==> src/rtl/buffer_pkg.sv <==
// Shared definitions for the buffer fill controller: default word width,
// buffer geometry and the fill-state encoding.
package buffer_pkg;

    localparam int DEF_DATA_WIDTH = 40;
    localparam int DEPTH          = 4;
    localparam int PTR_W          = 2;
    localparam int LVL_W          = 3;

    typedef enum logic [1:0] {
        EMPTY   = 2'd0,
        PARTIAL = 2'd1,
        FULL    = 2'd2
    } fill_state_t;

endpackage

==> src/rtl/buffer_fill_ctrl_if.sv <==
// Bus between the upstream producer, the buffer controller and the
// downstream slot mux. The optional stall counter output appears only when
// BUFFER_FILL_STALL_CNT_EN is defined.
//
// Handshake: a word moves on a rising edge where valid and ready are both 1.
// in_ready and out_valid depend only on registered state, never on the
// partner's valid/ready, so there is no combinational loop through the bus.
// The producer holds in_valid and in_data stable until it sees in_ready.
interface buffer_fill_ctrl_if #(
    parameter int DATA_WIDTH = buffer_pkg::DEF_DATA_WIDTH
);
    import buffer_pkg::*;

    logic                  in_valid;
    logic [DATA_WIDTH-1:0] in_data;
    logic                  in_ready;
    logic [DATA_WIDTH-1:0] buf_data0;
    logic [DATA_WIDTH-1:0] buf_data1;
    logic [DATA_WIDTH-1:0] buf_data2;
    logic [DATA_WIDTH-1:0] buf_data3;
    logic [PTR_W-1:0]      sel;
    logic                  out_valid;
    logic                  out_ready;
    logic [LVL_W-1:0]      level;
    fill_state_t           fsm_state;
`ifdef BUFFER_FILL_STALL_CNT_EN
    logic [7:0]            stall_cnt;
`endif

`ifdef BUFFER_FILL_STALL_CNT_EN
    modport slave (
        input  in_valid, in_data, out_ready,
        output in_ready, buf_data0, buf_data1, buf_data2, buf_data3,
               sel, out_valid, level, fsm_state, stall_cnt
    );
    modport master (
        output in_valid, in_data, out_ready,
        input  in_ready, buf_data0, buf_data1, buf_data2, buf_data3,
               sel, out_valid, level, fsm_state, stall_cnt
    );
`else
    modport slave (
        input  in_valid, in_data, out_ready,
        output in_ready, buf_data0, buf_data1, buf_data2, buf_data3,
               sel, out_valid, level, fsm_state
    );
    modport master (
        output in_valid, in_data, out_ready,
        input  in_ready, buf_data0, buf_data1, buf_data2, buf_data3,
               sel, out_valid, level, fsm_state
    );
`endif

endinterface

==> src/rtl/buffer_fill_ptr.sv <==
// 2-bit wrapping pointer with synchronous clear (clear wins over increment).
module buffer_fill_ptr
    import buffer_pkg::*;
(
    input  logic             clk,
    input  logic             rst_n,
    input  logic             inc,
    input  logic             clr,
    output logic [PTR_W-1:0] ptr
);

    logic [PTR_W-1:0] ptr_q;
    logic [PTR_W-1:0] ptr_d;

    // Next pointer: clear, step (natural wrap 3 -> 0) or hold.
    always_comb begin
        ptr_d = ptr_q;
        if (clr) begin
            ptr_d = '0;
        end else if (inc) begin
            ptr_d = ptr_q + PTR_W'(1);
        end
    end

    // Pointer register.
    always_ff @(posedge clk or negedge rst_n) begin
        if (!rst_n) begin
            ptr_q <= '0;
        end else begin
            ptr_q <= ptr_d;
        end
    end

    assign ptr = ptr_q;

endmodule

==> src/rtl/buffer_fill_ctrl.sv <==
// Four-slot circular buffer controller. Storage slots are exposed directly
// to an external mux whose selector is the read pointer.
// Optional feature: define BUFFER_FILL_STALL_CNT_EN to add a saturating
// count of cycles where the producer is held off by a full buffer.
module buffer_fill_ctrl
    import buffer_pkg::*;
#(
    parameter int DATA_WIDTH = DEF_DATA_WIDTH
) (
    input  logic                 clk,
    input  logic                 rst_n,
    input  logic                 flush,
    buffer_fill_ctrl_if.slave    bus
);

    logic [PTR_W-1:0]      wr_ptr;
    logic [PTR_W-1:0]      rd_ptr;
    logic [LVL_W-1:0]      level_q;
    logic [LVL_W-1:0]      level_d;
    logic [DATA_WIDTH-1:0] mem_q [DEPTH];
    logic [DATA_WIDTH-1:0] mem_d [DEPTH];
    fill_state_t           state_q;
    logic                  in_ready;
    logic                  out_valid;
    logic                  push;
    logic                  pop;

    // Flow control comes from the registered level only.
    assign in_ready  = (level_q < LVL_W'(DEPTH));
    assign out_valid = (level_q != '0);
    assign push      = bus.in_valid & in_ready;
    assign pop       = out_valid & bus.out_ready;

    buffer_fill_ptr u_wr_ptr (
        .clk   (clk),
        .rst_n (rst_n),
        .inc   (push),
        .clr   (flush),
        .ptr   (wr_ptr)
    );

    buffer_fill_ptr u_rd_ptr (
        .clk   (clk),
        .rst_n (rst_n),
        .inc   (pop),
        .clr   (flush),
        .ptr   (rd_ptr)
    );

    // Occupancy: flush clears; a simultaneous push and pop cancel out.
    always_comb begin
        level_d = level_q;
        if (flush) begin
            level_d = '0;
        end else begin
            case ({push, pop})
                2'b10:   level_d = level_q + LVL_W'(1);
                2'b01:   level_d = level_q - LVL_W'(1);
                default: level_d = level_q;
            endcase
        end
    end

    // Slot write: flush suppresses the write so storage stays as it was.
    always_comb begin
        mem_d = mem_q;
        if (push && !flush) begin
            mem_d[wr_ptr] = bus.in_data;
        end
    end

    // Level and storage registers.
    always_ff @(posedge clk or negedge rst_n) begin
        if (!rst_n) begin
            level_q <= '0;
            for (int i = 0; i < DEPTH; i++) begin
                mem_q[i] <= '0;
            end
        end else begin
            level_q <= level_d;
            mem_q   <= mem_d;
        end
    end

    // Fill-state FSM, tracking the level transitions.
    always_ff @(posedge clk or negedge rst_n) begin
        if (!rst_n) begin
            state_q <= EMPTY;
        end else if (flush) begin
            state_q <= EMPTY;
        end else begin
            case (state_q)
                EMPTY: begin
                    if (push) state_q <= PARTIAL;
                end
                PARTIAL: begin
                    if (level_d == LVL_W'(DEPTH)) begin
                        state_q <= FULL;
                    end else if (level_d == '0) begin
                        state_q <= EMPTY;
                    end
                end
                FULL: begin
                    if (pop) state_q <= PARTIAL;
                end
                default: state_q <= EMPTY;
            endcase
        end
    end

`ifdef BUFFER_FILL_STALL_CNT_EN
    logic [7:0] stall_cnt_q;
    logic [7:0] stall_cnt_d;

    // Count producer stalls, saturating at 255; flush clears.
    always_comb begin
        stall_cnt_d = stall_cnt_q;
        if (flush) begin
            stall_cnt_d = '0;
        end else if (bus.in_valid && !in_ready && (stall_cnt_q != 8'hFF)) begin
            stall_cnt_d = stall_cnt_q + 8'd1;
        end
    end

    // Stall counter register.
    always_ff @(posedge clk or negedge rst_n) begin
        if (!rst_n) begin
            stall_cnt_q <= '0;
        end else begin
            stall_cnt_q <= stall_cnt_d;
        end
    end

    assign bus.stall_cnt = stall_cnt_q;
`endif

    assign bus.in_ready  = in_ready;
    assign bus.out_valid = out_valid;
    assign bus.sel       = rd_ptr;
    assign bus.level     = level_q;
    assign bus.fsm_state = state_q;
    assign bus.buf_data0 = mem_q[0];
    assign bus.buf_data1 = mem_q[1];
    assign bus.buf_data2 = mem_q[2];
    assign bus.buf_data3 = mem_q[3];

endmodule

==> src/flat_wrapper.sv <==
// flat-port wrapper written by rule: the top's interface ports become plain ports
module buffer_fill_ctrl_flat import buffer_pkg::*;
#(
    parameter int DATA_WIDTH = DEF_DATA_WIDTH
)
  (clk, rst_n, flush, bus_in_valid, bus_in_data, bus_out_ready, bus_in_ready, bus_buf_data0, bus_buf_data1, bus_buf_data2, bus_buf_data3, bus_sel, bus_out_valid, bus_level, bus_fsm_state);
  buffer_fill_ctrl_if #(.DATA_WIDTH(DATA_WIDTH)) bus_i ();
  input  logic clk;
  input  logic rst_n;
  input  logic flush;
  input wire logic [$bits(bus_i.in_valid)-1:0] bus_in_valid;
  input wire logic [$bits(bus_i.in_data)-1:0] bus_in_data;
  input wire logic [$bits(bus_i.out_ready)-1:0] bus_out_ready;
  output wire logic [$bits(bus_i.in_ready)-1:0] bus_in_ready;
  output wire logic [$bits(bus_i.buf_data0)-1:0] bus_buf_data0;
  output wire logic [$bits(bus_i.buf_data1)-1:0] bus_buf_data1;
  output wire logic [$bits(bus_i.buf_data2)-1:0] bus_buf_data2;
  output wire logic [$bits(bus_i.buf_data3)-1:0] bus_buf_data3;
  output wire logic [$bits(bus_i.sel)-1:0] bus_sel;
  output wire logic [$bits(bus_i.out_valid)-1:0] bus_out_valid;
  output wire logic [$bits(bus_i.level)-1:0] bus_level;
  output wire logic [$bits(bus_i.fsm_state)-1:0] bus_fsm_state;
  assign bus_i.in_valid = bus_in_valid;
  assign bus_i.in_data = bus_in_data;
  assign bus_i.out_ready = bus_out_ready;
  assign bus_in_ready = bus_i.in_ready;
  assign bus_buf_data0 = bus_i.buf_data0;
  assign bus_buf_data1 = bus_i.buf_data1;
  assign bus_buf_data2 = bus_i.buf_data2;
  assign bus_buf_data3 = bus_i.buf_data3;
  assign bus_sel = bus_i.sel;
  assign bus_out_valid = bus_i.out_valid;
  assign bus_level = bus_i.level;
  assign bus_fsm_state = bus_i.fsm_state;
  buffer_fill_ctrl #(.DATA_WIDTH(DATA_WIDTH)) u_core (.clk(clk), .rst_n(rst_n), .flush(flush), .bus(bus_i));
endmodule
==> config.mk <==
export PLATFORM = sky130hd
export DESIGN_NAME = buffer_fill_ctrl_flat
export DESIGN_NICKNAME = d
export VERILOG_FILES = /design/src/rtl/buffer_pkg.sv /design/src/rtl/buffer_fill_ctrl_if.sv /design/src/rtl/buffer_fill_ptr.sv /design/src/rtl/buffer_fill_ctrl.sv /design/src/flat_wrapper.sv
export SDC_FILE = /design/constraint.sdc
export NUM_CORES = 1
export LEC_CHECK = 0
export ABC_AREA = 1
export CAP_MARGIN = 10
export CORE_ASPECT_RATIO = 1.5
export CORE_MARGIN = 3
export CORE_UTILIZATION = 24
export DETAILED_ROUTE_END_ITERATION = 7
export GPL_TIMING_DRIVEN = 0
export PLACE_DENSITY = 0.5
export SYNTH_ARGS = -nofsm -noshare
export SYNTH_HDL_FRONTEND = slang
export SYNTH_SLANG_ARGS = --single-unit
==> constraint.sdc <==
create_clock -name clk -period 3 [get_ports clk]
set_clock_uncertainty 0.2 [all_clocks]
set_input_delay 0.6 -clock clk [delete_from_list [all_inputs] [get_ports clk]]
set_output_delay 0.6 -clock clk [all_outputs]
set_load 0.02 [all_outputs]
==> summary.txt <==
Floorplanning
  • Die Width: 143 um
  • Boundary Pins: 214
  • Die ar.: 30100 um2
  • Die Y: 211 um
  • Initial Util: 24.5%
  • Cell Rows: 74
  • Core box area: 27400 um2

Worst setup path
  • Critical Path Fanout Max: 4
  • Worst setup SP type: flip-flop
  • Critical R2R Capture: u_core.bus.fsm_state[1]
  • Worst setup EP type: output pin
  • Reg-to-reg slack, setup: 630 ps
  • WS Path Type: reg2out
  • CP arrival: 1690 ps
  • Worst EP required: 2200 ps
  • Worst Reg-to-Reg Cells: 13
  • FF-to-FF Start: u_core.bus.level[2]

Synth
  • Yosys cell types: 20
  • Synthesized instance count: 630
  • Mapped Area: 6720 um2
  • Syn_nets: 681
  • Syn Area/Cell: 10.7 um2
  • Synth Warn #: 0
  • Yosys reg bits: 169
  • Seq/Total Area, Yosys: 62.9%

Routing
  • DRC: 0
  • Final ANT Viol Nets: 0
  • DR pass1 iterations: 4
  • Wire per inst: 17.5 um
  • Initial drt markers: 191
  • DR vias/cell: 4.22
  • Via Count: 5139
  • Total Routed Length: 21300 um

Run status
  • Run status: finished, final reports clean

Power and ir drop
  • Worst vdd ir: 0.000533 V
  • Lkg Pwr: 4.58 nW
  • Pwr dens: 1140 nW/um2

Placed design
  • DP Worst Slack: 212 ps
  • Gpl congestion: 0.781
  • Port buffer count: 213
  • Hpwl dp: 15400 um

STA
  • Slew margin rel.: 45.2%
  • Min cycle time layout: 2490 ps
  • RSZ-0062 raised after global routing: no
  • Fmax: 402 MHz
  • Worst Setup Slack, final: 513 ps
  • Setup TNS: 0 ps
  • Final Hold Violating Endpoints: 0
  • Least-Margin Pin Slew: 822 ps
  • Count of final max-slew check failures: 0
  • Period Utilization, post-route: 82.9%
  • Final Setup Violations: 0

GRT
  • First-pass GRT wire length: 32600 um
  • Global Route Usage Sum: 14.4%
  • Pin count of the biggest net entering global routing: 107
  • Grt ovf: 0
  • Initial antenna violation count: 1
  • Vias in the first global route: 5374

Clock tree
  • Hold_buf cts: 0
  • Clock root cell: clkbuf_16
  • CTS tree: yes
  • Max clock buf depth: 2
  • # resized after CTS: 0
  • CTS Buf Count: 17
  • Setup bufs post-CTS: 0
  • CTS HTree Levels: 4
  • Reg clk slew, reported paths: 70 ps
  • Worst skew pair latency: 430 ps
  • Clock Sinks: 169

Worst hold path
  • Hold/Removal Path Class: in2async

Cells and area
  • # diodes: 0
  • Layout area overhead: 46.9%
  • Fill cells: 2810
  • Fin nets: 914
  • Core Util, Final: 36.0%
  • Share of cells above drive strength 1: 13.6%

Flow run
  • Max-cap viol count: 0
==> Yosys cell counts <==
master | number | area, um2
nand2_1 | 178 | 668
dfrtp_1 | 169 | 4230
o21ai_1 | 111 | 556
inv_1 | 59 | 221
o21ai_2 | 49 | 429
buf_6 | 24 | 270
nand3_1 | 7 | 35.0
ha_1 | 5 | 62.6
nand2_4 | 5 | 56.3
o21ai_0 | 5 | 25.0
buf_4 | 4 | 30.0
clkbuf_8 | 4 | 55.1
a21oi_1 | 2 | 10.0
nand4_1 | 2 | 12.5
clkinv_2 | 1 | 5.00
fa_1 | 1 | 20.0
nor2_1 | 1 | 3.75
nor2_8 | 1 | 20.0
nor3_1 | 1 | 5.00
xor2_1 | 1 | 8.76
==> per-stage QoR <==
stage	power, mW	area [um2]	std cells	hold slack, ps
after floorplan	6.45	6720	630	104
after global placement	9.22	9280	1185	265
after detailed placement	9.27	9320	1186	268
after CTS	11.5	9880	1218	53.9
after global routing	11.9	9880	1218	90.3
final	11.3	9880	1218	29.3
==> kinds of logic after synthesis <==
family,count (synthesis),share of synthesized area [%]
AOI/OAI and AO/OA,167,15.2
and+or+nand+nor,195,11.9
xor gates and xnor gates,1,0.130
DFF,169,62.9
buffers and inverters,92,8.65
adders and majority gates,6,1.23
==> power breakdown <==
group	total, mW	switching (mW)	internal [mW]
clock network	2.12	0.931	1.19
registers	3.89	0.589	3.31
logic	5.24	2.80	2.44
==> cell type report <==
type	instances	area [um2]	share of cell area [%]
inverters	60	226	2.29
clock inverters	10	96.3	0.976
clock buffers	22	464	4.70
multi-input cells	369	1910	19.4
repair buffers	214	2160	21.9
plain buffers	32	355	3.60
well taps	342	428	4.33
flip-flops and latches	169	4230	42.8
==> registers in the layout (all words and copies together) (netlist names) <==
name and cells:
u_core.bus.buf_data0 40, u_core.bus.buf_data1 40, u_core.bus.buf_data2 40, u_core.bus.buf_data3 40, u_core.bus.fsm_state 2, u_core.bus.level 3
u_core.u_rd_ptr.ptr 2, u_core.u_wr_ptr.ptr 2
==> worst max-delay path, stage by stage, from the launching register on <==
cell and delay [ps]:
dfrtp_1 400, clkinv_2 120, nand3_1 120, clkdlybuf4s50_1 610
==> worst max-delay path by stage <==
stage                             start                  endpoint  cells past startpoint
global placement                  rst_n  u_core.bus.buf_data3[33]                      1
detailed placement        bus_out_ready   u_core.bus.fsm_state[1]                     12
CTS                 u_core.bus.level[2]             bus_out_valid                      3
finish              u_core.bus.level[2]             bus_out_valid                      3
global route        u_core.bus.level[0]   u_core.bus.fsm_state[0]                     14
floorplan           u_core.bus.level[2]   u_core.bus.fsm_state[1]                     13
==> routing by layer <==
metal / GRT usage (%) / vias to the layer above / part of all wire [%]
met5: 0 / - / 0.061
met4: 5.77 / 2 / 2.7
met3: 3.58 / 33 / 4.3
met2: 25.9 / 132 / 53
met1: 16.1 / 2480 / 40
li1: - / 2492 / -
==> cell usage in the layout (no fill, tap or decap) <==
cell / synthesis / routed
clkinvlp_4: 0 / 4
bufinv_16: 0 / 1
xor2_1: 1 / 1
clkbuf_8: 4 / 6
o21ai_0: 5 / 5
nand3_1: 7 / 7
nand2_1: 178 / 178
buf_16: 0 / 1
buf_4: 4 / 4
clkbuf_16: 0 / 17
a21oi_1: 2 / 2
nand4_1: 2 / 2
nand2_4: 5 / 5
fa_1: 1 / 1
inv_1: 59 / 59
dfrtp_1: 169 / 169
clkdlybuf4s50_1: 0 / 212
o21ai_1: 111 / 111
buf_6: 24 / 24
o21ai_2: 49 / 49
buf_8: 0 / 1
nor2_1: 1 / 1
nor3_1: 1 / 1
nor2_8: 1 / 1
clkinv_2: 1 / 3
clkinv_4: 0 / 3
clkbuf_1: 0 / 3
ha_1: 5 / 5
Note: power is estimated with default switching activity, not from simulation.
